### config.mk
export PLATFORM = sky130hd
export DESIGN_NAME = instr_fetch
export DESIGN_NICKNAME = d
export VERILOG_FILES = /design/src/rtl/instr_fetch.sv
export SDC_FILE = /design/constraint.sdc
export NUM_CORES = 1
export LEC_CHECK = 0
export ABC_AREA = 1
export CAP_MARGIN = 20
export CELL_PAD_IN_SITES_DETAIL_PLACEMENT = 0
export CELL_PAD_IN_SITES_GLOBAL_PLACEMENT = 1
export CORE_MARGIN = 2
export CORE_UTILIZATION = 42
export CTS_BUF_LIST = sky130_fd_sc_hd__clkbuf_4
export DETAILED_ROUTE_END_ITERATION = 6
export HOLD_SLACK_MARGIN = 0.15
export PLACE_DENSITY = 0.79
export SYNTH_ARGS = -nofsm -noshare
export SYNTH_HDL_FRONTEND = slang
export SYNTH_SLANG_ARGS = --single-unit
### constraint.sdc
create_clock -name clk -period 3.6 [get_ports clk]
set_clock_uncertainty 0.15 [all_clocks]
set_input_delay 0.36 -clock clk [delete_from_list [all_inputs] [get_ports clk]]
set_output_delay 0.36 -clock clk [all_outputs]
set_load 0.02 [all_outputs]
### src/rtl/instr_fetch.sv
`default_nettype none
// +----------------------------------------------------------------------------+
// | Module      : instr_fetch                                                  |
// | Description : Instruction fetch unit. One outstanding imem read, prefetch  |
// |               FIFO with valid/ready output, permanent halt on pc_halt.     |
// |               Optional redirect ports enabled by FETCH_REDIRECT_EN.        |
// | Revision    : 1.0 - initial release                                        |
// +----------------------------------------------------------------------------+
module instr_fetch #(
  parameter int                ADDR_W     = 16,
  parameter int                DEPTH      = 4,
  parameter logic [ADDR_W-1:0] RESET_PC   = '0,
  parameter logic [5:0]        OPCODE_NOP = 6'h13
) (
  input  logic              clk,
  input  logic              rst_n,
  output logic              imem_req,
  output logic [ADDR_W-1:0] imem_addr,
  input  logic              imem_ack,
  input  logic [31:0]       imem_rdata,
  output logic [31:0]       instr,
  output logic [ADDR_W-1:0] instr_pc,
  output logic              instr_valid,
  input  logic              instr_ready,
  input  logic              pc_halt,
`ifdef FETCH_REDIRECT_EN
  input  logic              redirect_valid,
  input  logic [ADDR_W-1:0] redirect_pc,
`endif
  output logic              halted
);

  localparam int                PTR_W      = $clog2(DEPTH);
  localparam int                CNT_W      = PTR_W + 1;
  localparam logic [31:0]       c_NOP_WORD = {OPCODE_NOP, 26'd0};
  localparam logic [CNT_W-1:0]  c_FULL     = CNT_W'(DEPTH);

  typedef enum logic [1:0] {
    S_REQ        = 2'd0,
    S_WAIT       = 2'd1,
    S_HALTED     = 2'd2,
    S_WAIT_STALE = 2'd3
  } state_t;

  state_t            r_state;
  state_t            w_state_nxt;
  logic [ADDR_W-1:0] r_pc;
  logic [ADDR_W-1:0] w_pc_nxt;

  logic [31:0]       r_fifo_instr [DEPTH];
  logic [ADDR_W-1:0] r_fifo_pc    [DEPTH];
  logic [PTR_W-1:0]  r_wptr;
  logic [PTR_W-1:0]  r_rptr;
  logic [CNT_W-1:0]  r_count;
  logic [ADDR_W-1:0] r_last_pc;

  logic              w_empty;
  logic              w_issue;
  logic              w_push;
  logic              w_pop;
  logic              w_flush;

  assign w_empty = (r_count == '0);
  assign w_issue = (r_state == S_REQ) && (r_count != c_FULL);

  always_comb begin
    w_state_nxt = r_state;
    w_pc_nxt    = r_pc;
    w_push      = 1'b0;
    w_flush     = 1'b0;

    case (r_state)
      S_REQ: begin
        if (w_issue) begin
          w_state_nxt = S_WAIT;
        end
      end
      S_WAIT: begin
        if (imem_ack) begin
          w_push      = 1'b1;
          w_pc_nxt    = r_pc + ADDR_W'(1);
          w_state_nxt = S_REQ;
        end
      end
      S_WAIT_STALE: begin
        if (imem_ack) begin
          w_state_nxt = S_REQ;
        end
      end
      S_HALTED: begin
        w_flush = 1'b1;
      end
      default: begin
        w_state_nxt = S_REQ;
      end
    endcase

`ifdef FETCH_REDIRECT_EN
    // A request still in flight (or issued this cycle) must have its ack swallowed.
    if (redirect_valid && (r_state != S_HALTED)) begin
      w_flush  = 1'b1;
      w_push   = 1'b0;
      w_pc_nxt = redirect_pc;
      if ((((r_state == S_WAIT) || (r_state == S_WAIT_STALE)) && !imem_ack) || w_issue) begin
        w_state_nxt = S_WAIT_STALE;
      end else begin
        w_state_nxt = S_REQ;
      end
    end
`endif

    if (pc_halt) begin
      w_state_nxt = S_HALTED;
      w_pc_nxt    = r_pc;
      w_flush     = 1'b1;
      w_push      = 1'b0;
    end
  end

  assign w_pop = !w_empty && instr_ready && !w_flush;

  always_ff @(posedge clk) begin
    if (!rst_n) begin
      r_state   <= S_REQ;
      r_pc      <= RESET_PC;
      r_wptr    <= '0;
      r_rptr    <= '0;
      r_count   <= '0;
      r_last_pc <= '0;
    end else begin
      r_state <= w_state_nxt;
      r_pc    <= w_pc_nxt;
      // Track the presented pc so instr_pc holds steady once the FIFO drains.
      if (!w_empty) begin
        r_last_pc <= r_fifo_pc[r_rptr];
      end
      if (w_flush) begin
        r_wptr  <= '0;
        r_rptr  <= '0;
        r_count <= '0;
      end else begin
        if (w_push) begin
          r_wptr <= r_wptr + PTR_W'(1);
        end
        if (w_pop) begin
          r_rptr <= r_rptr + PTR_W'(1);
        end
        case ({w_push, w_pop})
          2'b10:   r_count <= r_count + CNT_W'(1);
          2'b01:   r_count <= r_count - CNT_W'(1);
          default: r_count <= r_count;
        endcase
      end
    end
  end

  always_ff @(posedge clk) begin
    if (w_push) begin
      r_fifo_instr[r_wptr] <= imem_rdata;
      r_fifo_pc[r_wptr]    <= r_pc;
    end
  end

  assign imem_req    = rst_n && w_issue;
  assign imem_addr   = r_pc;
  assign instr_valid = !w_empty;
  assign instr       = w_empty ? c_NOP_WORD : r_fifo_instr[r_rptr];
  assign instr_pc    = w_empty ? r_last_pc : r_fifo_pc[r_rptr];
  assign halted      = (r_state == S_HALTED);

endmodule
`default_nettype wire

==> out/metrics.sh, run 1 <==
SYNTH-ASYNC-RESET-RATIO_PCT=0
DRT_DRC_VIOLATIONS_LEFT=0
FINAL_COUNT_OF_HOLD_TIMING_VIOLATIONS=0
TIMING.MAX_SLEW.REL_SLACK_PCT=48.9
CRITPATHARRIVALTIME_NS=2.79
FINAL_SETUP_MARGIN_NS=0.299
SITE_ROWS=54
CLOCKROOTBUFFER='sky130_fd_sc_hd__clkbuf_4'
CORE_AREA_MM2=0.0219
OUTCOME='completed'
SYNTH-SIMPLE-AREA-SHARE_PCT=13.3
IO-PIN-COUNT=104
FIRST_PASS_GRT_WIRE_LENGTH_UM=32300
POWER.STATIC_LEAKAGE_nW=4.06
HEIGHT_OF_THE_CHIP_UM=153
DRT_FIRST_ITER_VIOLATIONS=432
FIN_HOLD_WS_NS=0.198
WORSTREG2REGSTART='r_count[0]'
DIE_AR_MM2=0.0235
CLK-INSERTION-DELAY-LATE_NS=0.67
FINISH.UTILIZATION_PCT=53.1
YOSYS_WARNINGS=0
PLACEDCELLCOUNT=1171
WORSTSETUPPATHTYPE='flip-flop to output port'
COMBINATIONAL_FAMILY_WITH_THE_MOST_AREA_AFTER_SYNTHESIS='simple AND/OR/NAND/NOR gates'
CRIT_PATH_CAPTURE='instr_pc[2]'
VIA_PER_INST=4.99
IO_BUFFERS=103
POST_SYNTHESIS_COMPOUND_GATE_AREA_FRACTION_PCT=10.3
ANTENNA-DIODE-COUNT=0
POST_LAYOUT_NETS=1014
POWER_PER_CELL_AREA_mW_PER_MM2=459
CRIT_SLOWEST_CELL='sky130_fd_sc_hd__clkdlybuf4s50_1'
DIE_WIDTH_UM=153
LAYOUT_MIN_CYCLE_TIME_NS=3.30
SYNTH_FLOP_CELL='sky130_fd_sc_hd__edfxtp_1'
ROUTED_WL_UM=20500
LAYOUT_WORST_PATH_CYCLE_SHARE_PCT=91.7
TRACK_USAGE_PCT=17.3
CTSLONGESTPATHBUFFERS=3
PLACE_WORST_SETUP_SLACK_NS=0.774
SYNTH_CELL_TYPES=33
FMAX_MHz=303
SYNTH_CELLS=817
FINISH.CELL_COUNT_WITHOUT_FILLERS=1298
REG2REGPATHDEPTH=12
POST_SYNTH_XOR_AREA_FRACTION_PCT=0.374
POST_SYNTH_FA_HA_MAJ_AREA_FRACTION_PCT=1.02
GRT_REMAINING_OVERFLOW=0
FIRSTDRTPASSITERS=5
IR_WORST_VDD_V=0.000192
FLOW.AREA_GROWTH_FROM_SYNTHESIS_PCT=24.0
GRT_SETUP_UNREPAIRED='no'
CELL_COUNT_OF_THE_WORST_HOLD_PATH=1
SYNTH.TOP_CELL.AREA_SHARE_PCT=61.5
GRT_ANTENNA_BEFORE_REPAIR=0
HPWLAFTERDP_UM=11200
PATH_CELLS='inv_8 -> o21ai_0 -> o21ai_1 -> nand2_1 -> nand2_1 -> clkdlybuf4s50_1'
SEQUENTIAL_TO_TOTAL_AREA_SHARE_FROM_YOSYS_STAT_PCT=70.7
GRT_MAX_DEGREE=97
WORSTPATHREQUIRED_NS=3.09
MUXSHAREOFSYNTHAREA_PCT=0
TIMING.MAX_CAP.VIOLATIONS=0
POST_ROUTE_CELLS_DRIVE_ABOVE_1_SHARE_PCT=12.9
VIAS_IN_THE_FIRST_GLOBAL_ROUTE=6314
PATH_CLK_SLEW_NS=0.07
ROUTED-VIA-COUNT=6474
CP_NUM_CELLS=6
MAPPEDNETLISTNETS=861
SYNTH_AREA_LEADERS='sky130_fd_sc_hd__edfxtp_1 (62%), sky130_fd_sc_hd__dfxtp_1 (9.2%), sky130_fd_sc_hd__nor2_1 (8.0%)'
WORSTPATHMAXFANOUT=96
SLEW_VIOL_FINAL=0
MIN-DELAY-PATH-CLASS='primary input to flip-flop'
AVGROUTEDWIREPERCELL_UM=15.8
AVGSYNTHCELLAREA_UM2=11.5
CP-END-KIND='output port'
WORST_PATH_MOST_REPEATED_CELL='sky130_fd_sc_hd__nand2_1'
CTS_SINKS=235
FINAL-SETUP-VIOL-COUNT=0
SYNTH_EDF_COUNT=192
NUMCTSBUFFERS=60
HTREEDEPTH=2
POSTSYNTHREGISTERBITS=235
TIGHTESTPINTRANSITION_NS=0.767
CRITPATHTOPFAMILY='buffers and inverters'
TIMING.CRITICAL_PATH.SLOWEST_CELL_DELAY_NS=0.60
TIMING.SETUP.TNS_NS=0
INITIAL_STANDARD_CELL_UTILIZATION_OF_THE_CORE_PCT=42.8
CP.BUFFERS_INVERTERS=2
TIMING.RR.END='r_count[2]'
SYN-CELL-AREA_MM2=0.00937
GPL.FINAL_WEIGHTED_CONGESTION=0.774
TRITONCTS_CLOCK_TREE='done'
ANT_NETS=0
WORSTSETUPSTARTPOINTTYPE='flip-flop'
SYNTH.LARGEST_AREA_CELL='sky130_fd_sc_hd__edfxtp_1'
REG2REG_SLACK_NS=1.07
## metrics by stage
stage | power, mW | area [um2]
floorplan | 3.04 | 9370
global placement | 3.12 | 10600
detailed placement | 3.12 | 10600
CTS | 5.41 | 11600
global route | 5.55 | 11600
finish | 5.34 | 11600
## cell usage after synthesis (2+ instances only)
cell type,number
sky130_fd_sc_hd__nand3_1,10
sky130_fd_sc_hd__nand2_2,3
sky130_fd_sc_hd__nand4_1,3
sky130_fd_sc_hd__nor2_4,5
sky130_fd_sc_hd__nand2_1,72
sky130_fd_sc_hd__buf_2,14
sky130_fd_sc_hd__o21ai_1,30
sky130_fd_sc_hd__xor2_1,4
sky130_fd_sc_hd__buf_6,7
sky130_fd_sc_hd__nor2_1,200
sky130_fd_sc_hd__edfxtp_1,192
sky130_fd_sc_hd__nor3_1,5
sky130_fd_sc_hd__dfxtp_1,43
sky130_fd_sc_hd__clkbuf_1,13
sky130_fd_sc_hd__nor2_2,4
sky130_fd_sc_hd__a21oi_1,62
sky130_fd_sc_hd__o311ai_1,2
sky130_fd_sc_hd__ha_1,6
sky130_fd_sc_hd__buf_4,5
sky130_fd_sc_hd__o21ai_0,91
sky130_fd_sc_hd__inv_1,34
## cells by family (layout without fill, tap and decap cells)
family,Yosys count,count (layout)
AOI/OAI and AO/OA,188,188
xor gates and xnor gates,4,4
adders and majority gates,7,7
buffers and inverters,78,279
DFF,235,235
and+or+nand+nor,305,305
## worst reg2reg max path: cells and delay by family, from the launching register on
family | cells | cell delay, ns
AOI/OAI and AO/OA | 4 | 0.46
DFF | 1 | 0.37
adders and majority gates | 2 | 0.53
buffers and inverters | 3 | 0.51
and+or+nand+nor | 3 | 0.41
## timing repair
item                       in CTS  in global routing
hold endpoints to repair       55                  0
gates resized for setup         0                  2
hold buffers                   16                  0
setup endpoints to repair       0                 31
setup buffers                   0                  1
## power by group
group	switching (mW)	total (mW)	internal [mW]	leakage, nW
logic	0.0698	0.138	0.0682	1.53
clock network	1.02	2.26	1.24	0.470
registers	0.00543	2.94	2.93	2.06
total	1.09	5.34	4.24	4.06
## layout by cell type (no fill, tap or decap), drive strengths merged
| cell | instances |
|---|---|
| nor2 | 209 |
| edfxtp | 192 |
| o21ai | 121 |
| clkdlybuf4s50 | 103 |
| clkbuf | 93 |
| nand2 | 76 |
| a21oi | 62 |
| dfxtp | 43 |
| inv | 36 |
| clkinv | 17 |
| dlygate4sd3 | 16 |
| buf | 13 |
| nand3 | 11 |
| ha | 6 |
| nor3 | 5 |
| xor2 | 4 |
| nand4 | 3 |
| o311ai | 3 |
| and2 | 1 |
| o211a | 1 |
| a311oi | 1 |
| fa | 1 |
| bufinv | 1 |
## state kept, by name (all words and copies together), names as in the netlist, named ones only
| register | count |
|---|---|
| imem_addr | 16 |
| r_count | 3 |
| r_fifo_instr | 128 |
| r_fifo_pc | 64 |
| r_last_pc | 16 |
| r_rptr | 2 |
| r_state | 2 |
| r_wptr | 2 |
## worst min path at each step
stage,start,to,slack [ns]
floorplan,r_last_pc[14],r_last_pc[14],0.30
global placement,r_last_pc[12],r_last_pc[12],0.31
detailed placement,r_last_pc[4],r_last_pc[4],0.31
CTS,imem_rdata[22],r_fifo_instr[1][22],0.15
global route,imem_rdata[22],r_fifo_instr[1][22],0.16
finish,imem_rdata[22],r_fifo_instr[0][22],0.20
## layout make-up
type	count	area, um2
timing repair buffer	132	1330
clock inverter	17	95.1
sequential	235	6630
tap	280	350
multi-input combinational	504	2370
fill	1932	10300
inverter	37	148
clock buffer	93	698
## routing by layer
metal / routed length [um] / global-route usage [%]
met1: 9170 / 22.8
met2: 9730 / 28.2
met3: 1280 / 4.37
met4: 333 / 5.55
met5: 0 / 0
No activity file was read; power rests on OpenSTA's default activity.
==> inputs of run 2 (changes only) <==
--- a/config.mk
+++ b/config.mk
@@ -10,11 +10,12 @@
 export CELL_PAD_IN_SITES_DETAIL_PLACEMENT = 0
 export CELL_PAD_IN_SITES_GLOBAL_PLACEMENT = 1
 export CORE_MARGIN = 2
-export CORE_UTILIZATION = 42
+export CORE_UTILIZATION = 40
 export CTS_BUF_LIST = sky130_fd_sc_hd__clkbuf_4
 export DETAILED_ROUTE_END_ITERATION = 6
 export HOLD_SLACK_MARGIN = 0.15
 export PLACE_DENSITY = 0.79
+export RECOVER_POWER = 100
 export SYNTH_ARGS = -nofsm -noshare
 export SYNTH_HDL_FRONTEND = slang
 export SYNTH_SLANG_ARGS = --single-unit
==> out/metrics.sh, run 2 (synthesis gave the netlist of run 1 again) <==
CELL_COUNT_OF_THE_WORST_HOLD_PATH=1  # unchanged
TRACK_USAGE_PCT=16.6  # -0.72 points
ROUTED-VIA-COUNT=6360  # -1.8%
FIRST_PASS_GRT_WIRE_LENGTH_UM=32000  # -1.1%
TIGHTESTPINTRANSITION_NS=1.54  # +0.776 ns
LARGEST_REGISTER_FF_COUNT=128  # unchanged
PATH_CELLS='dlygate4sd3_1 -> dlygate4sd3_1 -> nand2_1 -> inv_1 -> nand2_1 -> nor2_2 -> clkbuf_4'
FIN_HOLD_WS_NS=0.286  # +0.0881 ns
FINAL-SETUP-VIOL-COUNT=0  # unchanged
POWER_PER_CELL_AREA_mW_PER_MM2=463  # +0.89%
TIMING.MAX_CAP.VIOLATIONS=1  # +1
OUTCOME='complete, but fails checks'
REG2REG_SLACK_NS=0.63  # -0.44 ns
VIA_PER_INST=4.84  # -3.0%
NETSWITCHINGFRACTION_PCT=19.8  # -0.70 points
WORSTPATHMAXFANOUT=22  # -77%
ROUTE.MET3.WL_UM=1160  # -9.7%
GRT_MAX_DEGREE=77  # -21%
IR_WORST_VDD_V=0.000204  # +6.5%
GPL.FINAL_WEIGHTED_CONGESTION=0.796  # +2.8%
CP_NUM_CELLS=7  # +1
ANT_NETS=0  # unchanged
CRITPATHTOPFAMILY='buffers and inverters'
PATH_CLK_SLEW_NS=0.06  # about the same
DIE_AR_MM2=0.0247  # +4.9%
MOST_COMMON_CELL_AFTER_LAYOUT_FILL_AND_TAPS_ASIDE='sky130_fd_sc_hd__nor2_1'
HPWLAFTERDP_UM=12400  # +10%
SEQUENTIALPOWERSHARE_PCT=55.5  # +0.4 points
POWER_SWITCHING_mW=1.05  # -4.1%
POST_ROUTE_CELLS_DRIVE_ABOVE_1_SHARE_PCT=12.2  # -0.68 points
CRIT_SLOWEST_CELL='sky130_fd_sc_hd__nor2_2'
DIE_WIDTH_UM=157  # +2.4%
P_TOTAL_mW=5.30  # -0.68%
CLOCKROOTBUFFER='sky130_fd_sc_hd__clkbuf_4'
VIAS_IN_THE_FIRST_GLOBAL_ROUTE=6324  # +0.16%
WORSTSETUPPATHTYPE='primary input to flip-flop'
NUMCTSBUFFERS=58  # -3.3%
CTSLONGESTPATHBUFFERS=3  # unchanged
CRITPATHARRIVALTIME_NS=3.54  # +0.75 ns
INITIAL_STANDARD_CELL_UTILIZATION_OF_THE_CORE_PCT=41.0  # -1.8 points
WORSTHOLDENDPOINT='r_fifo_instr[3][3]'
MIN-DELAY-PATH-CLASS='primary input to flip-flop'
ROUTED_WL_UM=20300  # -1.1%
PLACE_WORST_SETUP_SLACK_NS=0.779  # +0.00504 ns
INTERNAL-POWER_mW=4.25  # +0.19%
GRT_SETUP_UNREPAIRED='no'
WORSTSETUPSTARTPOINTTYPE='primary input'
FINISH.UTILIZATION_PCT=50.1  # -3.0 points
POST_CTS.REPAIR.SETUP_BUFFERS=0  # unchanged
FMAX_MHz=294  # -2.9%
IO-PIN-COUNT=104  # unchanged
GRT_ANTENNA_BEFORE_REPAIR=0  # unchanged
DRT_FIRST_ITER_VIOLATIONS=340  # -21%
CLOCK_POWER_SHARE_PCT=42.4  # about the same
REG2REGPATHDEPTH=5  # -7
ROUTEDLENGTHMET1_UM=9090  # -0.86%
SLEW_VIOL_FINAL=49  # +49
REGMOSTFLOPS='r_fifo_instr'
ANTENNA-DIODE-COUNT=0  # unchanged
FINAL_COUNT_OF_HOLD_TIMING_VIOLATIONS=0  # unchanged
CTS_SINKS=235  # unchanged
MOSTFREQUENTLAYOUTCELLS='sky130_fd_sc_hd__nor2_1 (200), sky130_fd_sc_hd__edfxtp_1 (192), sky130_fd_sc_hd__o21ai_0 (92)'
FIRSTDRTPASSITERS=5  # unchanged
MIN-DELAY-START='imem_rdata[3]'
TIMING.MAX_SLEW.REL_SLACK_PCT=-2.87  # -52 points
IO_BUFFERS=103  # unchanged
TRITONCTS_CLOCK_TREE='done'
WORSTPATHREQUIRED_NS=3.74  # +0.65 ns
CORE_AREA_MM2=0.0228  # +4.4%
CP-END-KIND='flip-flop'
WORSTREG2REGSTART='r_state[0]'
POST_LAYOUT_NETS=1003  # -1.1%
FLOW.AREA_GROWTH_FROM_SYNTHESIS_PCT=22.1
DRT_DRC_VIOLATIONS_LEFT=0  # unchanged
GRT_REMAINING_OVERFLOW=0  # unchanged
CLK-INSERTION-DELAY-LATE_NS=0.65  # -0.02 ns
MET2_WIRELENGTH_UM=9810  # +0.81%
AVGROUTEDWIREPERCELL_UM=15.4  # -2.3%
TIMING.CRITICAL_PATH.SLOWEST_CELL_DELAY_NS=0.97  # +0.37 ns
POWER.STATIC_LEAKAGE_nW=4.14  # +1.8%
TIMING.RR.END='r_fifo_pc[3][15]'
FINAL_SETUP_MARGIN_NS=0.198  # -0.100 ns
SITE_ROWS=55  # +1.9%
HTREEDEPTH=2  # unchanged
LAYOUT_WORST_PATH_CYCLE_SHARE_PCT=94.5  # +2.8 points
TIMING.SETUP.TNS_NS=0  # unchanged
COMBPWRFRAC_PCT=2.2  # -0.4 points
MAXUSEDROUTINGLAYER='met4'
HEIGHT_OF_THE_CHIP_UM=157  # +2.4%
VIOLATED_CHECKS='capacitance limit, slew limit'
LAYOUT_MIN_CYCLE_TIME_NS=3.40  # +0.100 ns
REG.LARGEST.LIST='r_fifo_instr (128), r_fifo_pc (64)'
CP.BUFFERS_INVERTERS=4  # +2
[run 2: cell count changes in the layout (fill, tap and decap cells not counted), moves of 2 or more]
cell	before	now
sky130_fd_sc_hd__buf_4	9	6
sky130_fd_sc_hd__clkdlybuf4s50_1	103	24
sky130_fd_sc_hd__nand2_1	72	74
sky130_fd_sc_hd__clkbuf_2	0	6
sky130_fd_sc_hd__dlygate4sd3_1	16	83
sky130_fd_sc_hd__nor2_4	9	4
sky130_fd_sc_hd__clkbuf_4	93	91
sky130_fd_sc_hd__nor2_1	196	200
sky130_fd_sc_hd__clkinv_1	15	10
[run 2: power groups by stage]
stage | sequential, mW | clock, mW | combinational, mW
after global placement | 3.00 | 0 | 0.125
final | 2.94 | 2.24 | 0.116
after CTS | 2.94 | 2.32 | 0.131
after floorplan | 3.00 | 0 | 0.0425
after global routing | 2.94 | 2.46 | 0.127
after detailed placement | 3.00 | 0 | 0.126
[run 2: worst register-to-register path, stage by stage (launching register included)]
cell,delay [ns]
sky130_fd_sc_hd__dfxtp_1,0.36
sky130_fd_sc_hd__nand2_1,0.07
sky130_fd_sc_hd__inv_1,0.13
sky130_fd_sc_hd__nand2_1,0.37
sky130_fd_sc_hd__nor2_2,0.98
sky130_fd_sc_hd__clkbuf_4,0.57
[run 2: worst max path at each step]
| stage | startpoint | end | slack, ns |
|---|---|---|---|
| 4_1_cts | flip-flop | instr[30] | 0.05 |
| 3_5_place_dp | flip-flop | instr[30] | 0.78 |
| 6_report | imem_ack | r_fifo_pc[3][15] | 0.20 |
| 2_1_floorplan | pc_halt | r_fifo_instr[0][0] | 0.20 |
| 3_3_place_gp | flip-flop | instr[30] | 0.76 |
| 5_1_grt | flip-flop | instr[31] | 0.002 |
[run 2: layer usage]
layer	GRT usage, %	vias up
met4	4.46	0
met2	28.0	180
met1	21.5	3007
li1	-	3148
met3	3.83	25
met5	0	-
[run 2: final cells by class]
class                           instances  area, um2
Timing Repair Buffer                  123       1180
Multi-Input combinational cell        504       2310
Inverter                               37        145
Tap cell                              313        392
Clock buffer                           90        676
Clock inverter                         12       97.6
Sequential cell                       235       6630
Fill cell                            2118      11400
[run 2: through the flow]
| step | std cells | instance area [um2] |
|---|---|---|
| 2_1_floorplan | 817 | 9370 |
| 3_3_place_gp | 1208 | 10800 |
| 3_5_place_dp | 1208 | 10800 |
| 4_1_cts | 1314 | 11600 |
| 5_1_grt | 1314 | 11400 |
| 6_report | 1314 | 11400 |
[run 2: what timing repair did]
item | 4_1_cts | 5_1_grt
gates resized for setup | 0 | 1
endpoints found under the setup margin | 0 | 1
hold buffers | 4 | 0
endpoints found under the hold margin | 11 | 0
==> inputs of run 3 (changes only) <==
--- a/config.mk
+++ b/config.mk
@@ -9,12 +9,13 @@
 export CAP_MARGIN = 20
 export CELL_PAD_IN_SITES_DETAIL_PLACEMENT = 0
 export CELL_PAD_IN_SITES_GLOBAL_PLACEMENT = 1
+export CORE_ASPECT_RATIO = 0.8
 export CORE_MARGIN = 2
-export CORE_UTILIZATION = 40
+export CORE_UTILIZATION = 42
 export CTS_BUF_LIST = sky130_fd_sc_hd__clkbuf_4
 export DETAILED_ROUTE_END_ITERATION = 6
 export HOLD_SLACK_MARGIN = 0.15
-export PLACE_DENSITY = 0.79
+export PLACE_DENSITY = 0.82
 export RECOVER_POWER = 100
 export SYNTH_ARGS = -nofsm -noshare
 export SYNTH_HDL_FRONTEND = slang
==> out/metrics.sh, run 3 (synthesis gave the netlist of run 1 again) <==
OUTCOME='complete, but fails checks'
VIOLATED_CHECKS='capacitance limit, slew limit'
POWER.STATIC_LEAKAGE_nW=4.20  # +1.5%
PATH_CELLS='buf_4 -> o21ai_0 -> o21ai_0 -> nand2_1 -> nand2_1 -> clkdlybuf4s50_1'
NETSWITCHINGFRACTION_PCT=20.5  # +0.72 points
ROUTED_WL_UM=20400  # +0.77%
ANT_NETS=0  # unchanged
FMAX_MHz=295  # +0.28%
TRACK_USAGE_PCT=17.7  # +1.1 points
HEIGHT_OF_THE_CHIP_UM=138  # -12%
VIA_PER_INST=4.86  # +0.33%
CLK-INSERTION-DELAY-LATE_NS=0.67  # +0.02 ns
AVGROUTEDWIREPERCELL_UM=15.5  # +0.62%
POST_ROUTE_CELLS_DRIVE_ABOVE_1_SHARE_PCT=13.0  # +0.80 points
FINISH.UTILIZATION_PCT=53.1  # +3.0 points
WORSTPATHMAXFANOUT=64  # +190%
CP-END-KIND='output port'
GPL.FINAL_WEIGHTED_CONGESTION=0.713  # -10%
DRT_DRC_VIOLATIONS_LEFT=0  # unchanged
FIRST_PASS_GRT_WIRE_LENGTH_UM=32100  # +0.52%
MOSTFREQUENTLAYOUTCELLS='sky130_fd_sc_hd__nor2_1 (200), sky130_fd_sc_hd__edfxtp_1 (192), sky130_fd_sc_hd__clkbuf_4 (100)'
CORE_AREA_MM2=0.0217  # -4.8%
GRT_SETUP_UNREPAIRED='no'
LARGEST_REGISTER_FF_COUNT=128  # unchanged
VIAS_IN_THE_FIRST_GLOBAL_ROUTE=6175  # -2.4%
CRIT_SLOWEST_CELL='sky130_fd_sc_hd__clkdlybuf4s50_1'
SEQUENTIALPOWERSHARE_PCT=55.3  # -0.2 points
POWER_SWITCHING_mW=1.09  # +3.9%
TIMING.MAX_CAP.VIOLATIONS=1  # unchanged
FIRSTDRTPASSITERS=4  # -1
P_TOTAL_mW=5.31  # +0.22%
DPL-INSTANCE-AREA_MM2=0.0107  # -0.52%
LAYOUT_WORST_PATH_CYCLE_SHARE_PCT=94.2  # -0.26 points
FINAL_COUNT_OF_HOLD_TIMING_VIOLATIONS=0  # unchanged
COMBPWRFRAC_PCT=2.3  # about the same
CLOCKROOTBUFFER='sky130_fd_sc_hd__clkbuf_4'
CTS_SINKS=235  # unchanged
IO_BUFFERS=103  # unchanged
DIE_WIDTH_UM=171  # +8.9%
TIMING.MAX_SLEW.REL_SLACK_PCT=-0.152  # +2.7 points
DRT_FIRST_ITER_VIOLATIONS=398  # +17%
FINAL-SETUP-VIOL-COUNT=0  # unchanged
TRITONCTS_CLOCK_TREE='done'
INITIAL_STANDARD_CELL_UTILIZATION_OF_THE_CORE_PCT=43.1  # +2.1 points
ROUTED-VIA-COUNT=6391  # +0.49%
WORSTSETUPPATHTYPE='flip-flop to output port'
IO-PIN-COUNT=104  # unchanged
HTREEDEPTH=2  # unchanged
TIGHTESTPINTRANSITION_NS=1.50  # -0.0408 ns
FIN_HOLD_WS_NS=0.269  # -0.0173 ns
HPWLAFTERDP_UM=11600  # -6.1%
POST_LAYOUT_NETS=1011  # +0.80%
REG.LARGEST.LIST='r_fifo_instr (128), r_fifo_pc (64)'
DIE_AR_MM2=0.0235  # -4.6%
NUMCTSBUFFERS=57  # -1.7%
GRT_ANTENNA_BEFORE_REPAIR=0  # unchanged
FLOW.AREA_GROWTH_FROM_SYNTHESIS_PCT=23.2
WORSTPATHREQUIRED_NS=3.09  # -0.65 ns
WORSTSETUPSTARTPOINTTYPE='flip-flop'
GRT_REMAINING_OVERFLOW=0  # unchanged
CRITPATHARRIVALTIME_NS=2.88  # -0.66 ns
REGMOSTFLOPS='r_fifo_instr'
SITE_ROWS=48  # -13%
ANTENNA-DIODE-COUNT=0  # unchanged
IR_WORST_VDD_V=0.000234  # +15%
MOST_COMMON_CELL_AFTER_LAYOUT_FILL_AND_TAPS_ASIDE='sky130_fd_sc_hd__nor2_1'
TIMING.SETUP.TNS_NS=0  # unchanged
LAYOUT_MIN_CYCLE_TIME_NS=3.39  # -0.00939 ns
CELL_COUNT_OF_THE_WORST_HOLD_PATH=1  # unchanged
TIMING.CRITICAL_PATH.SLOWEST_CELL_DELAY_NS=0.62  # -0.35 ns
POST-ROUTE-CELL-AREA_MM2=0.0115  # +0.88%
CTSLONGESTPATHBUFFERS=3  # unchanged
PATH_CLK_SLEW_NS=0.07  # about the same
SLEW_VIOL_FINAL=48  # -2.0%
CLOCK_POWER_SHARE_PCT=42.3  # about the same
REG2REGPATHDEPTH=5  # unchanged
POWER_PER_CELL_AREA_mW_PER_MM2=460  # -0.65%
GRT_MAX_DEGREE=65  # -16%
MIN-DELAY-PATH-CLASS='primary input to flip-flop'
INTERNAL-POWER_mW=4.22  # -0.69%
## run 3: changes by cell type in the layout (fill, tap and decap cells not counted), moves of 3 or more
cell                            before  now
sky130_fd_sc_hd__clkinv_1           10    4
sky130_fd_sc_hd__clkbuf_4           91  100
sky130_fd_sc_hd__nor2_2              5    2
sky130_fd_sc_hd__dlygate4sd3_1      83   95
sky130_fd_sc_hd__nor2_4              4    7
## run 3: final timing paths
path | slack (ns) | startpoint | endpoint
hold reg to reg | 0.32 | r_last_pc[6] | r_last_pc[6]
setup reg to reg | 0.72 | r_state[0] | r_fifo_instr[3][5]
hold / removal | 0.27 | imem_rdata[23] | r_fifo_instr[3][23]
setup / recovery | 0.21 | flip-flop | instr_pc[0]
## run 3: power groups by stage
stage,clock (mW),combinational [mW],sequential (mW)
CTS,2.32,0.138,2.94
finish,2.25,0.124,2.94
global placement,0,0.123,3.00
global route,2.46,0.137,2.94
detailed placement,0,0.125,3.00
floorplan,0,0.0425,3.00
## run 3: final cells by class
cell class | instances | area, um2
clock buffers | 99 | 743
flip-flops and latches | 235 | 6630
inverters | 37 | 145
repair buffers | 132 | 1270
well taps | 300 | 375
multi-input cells | 504 | 2330
clock inverters | 9 | 40.0
fillers | 1923 | 10200
## run 3: per-stage QoR
stage          setup slack (ns)  cells
2_1_floorplan             0.197    817
4_1_cts                   0.169   1316
3_3_place_gp              0.952   1193
6_report                  0.208   1316
3_5_place_dp              0.922   1193
5_1_grt                  0.0260   1316
## run 3: routing by layer
| layer | track usage [%] | vias to the layer above | wire length, um |
|---|---|---|---|
| met3 | 4.34 | 28 | 1230 |
| met5 | 0 | - | 0 |
| met2 | 28.6 | 178 | 9320 |
| li1 | - | 3178 | - |
| met1 | 23.7 | 3007 | 9600 |
| met4 | 5.41 | 0 | 291 |
## run 3: worst max-delay path, delay by kind of cell (launching register included)
family,cells,cell delay [ns]
DFF,1,0.32
buffers and inverters,2,1.20
AOI/OAI and AO/OA,2,0.49
and+or+nand+nor,2,0.21
## run 3: what timing repair did
item | 4_1_cts | 5_1_grt
hold buffers | 15 | 0
hold endpoints to repair | 50 | 0
gates resized for setup | 0 | 1
setup endpoints to repair | 0 | 1
setup buffers | 0 | 0
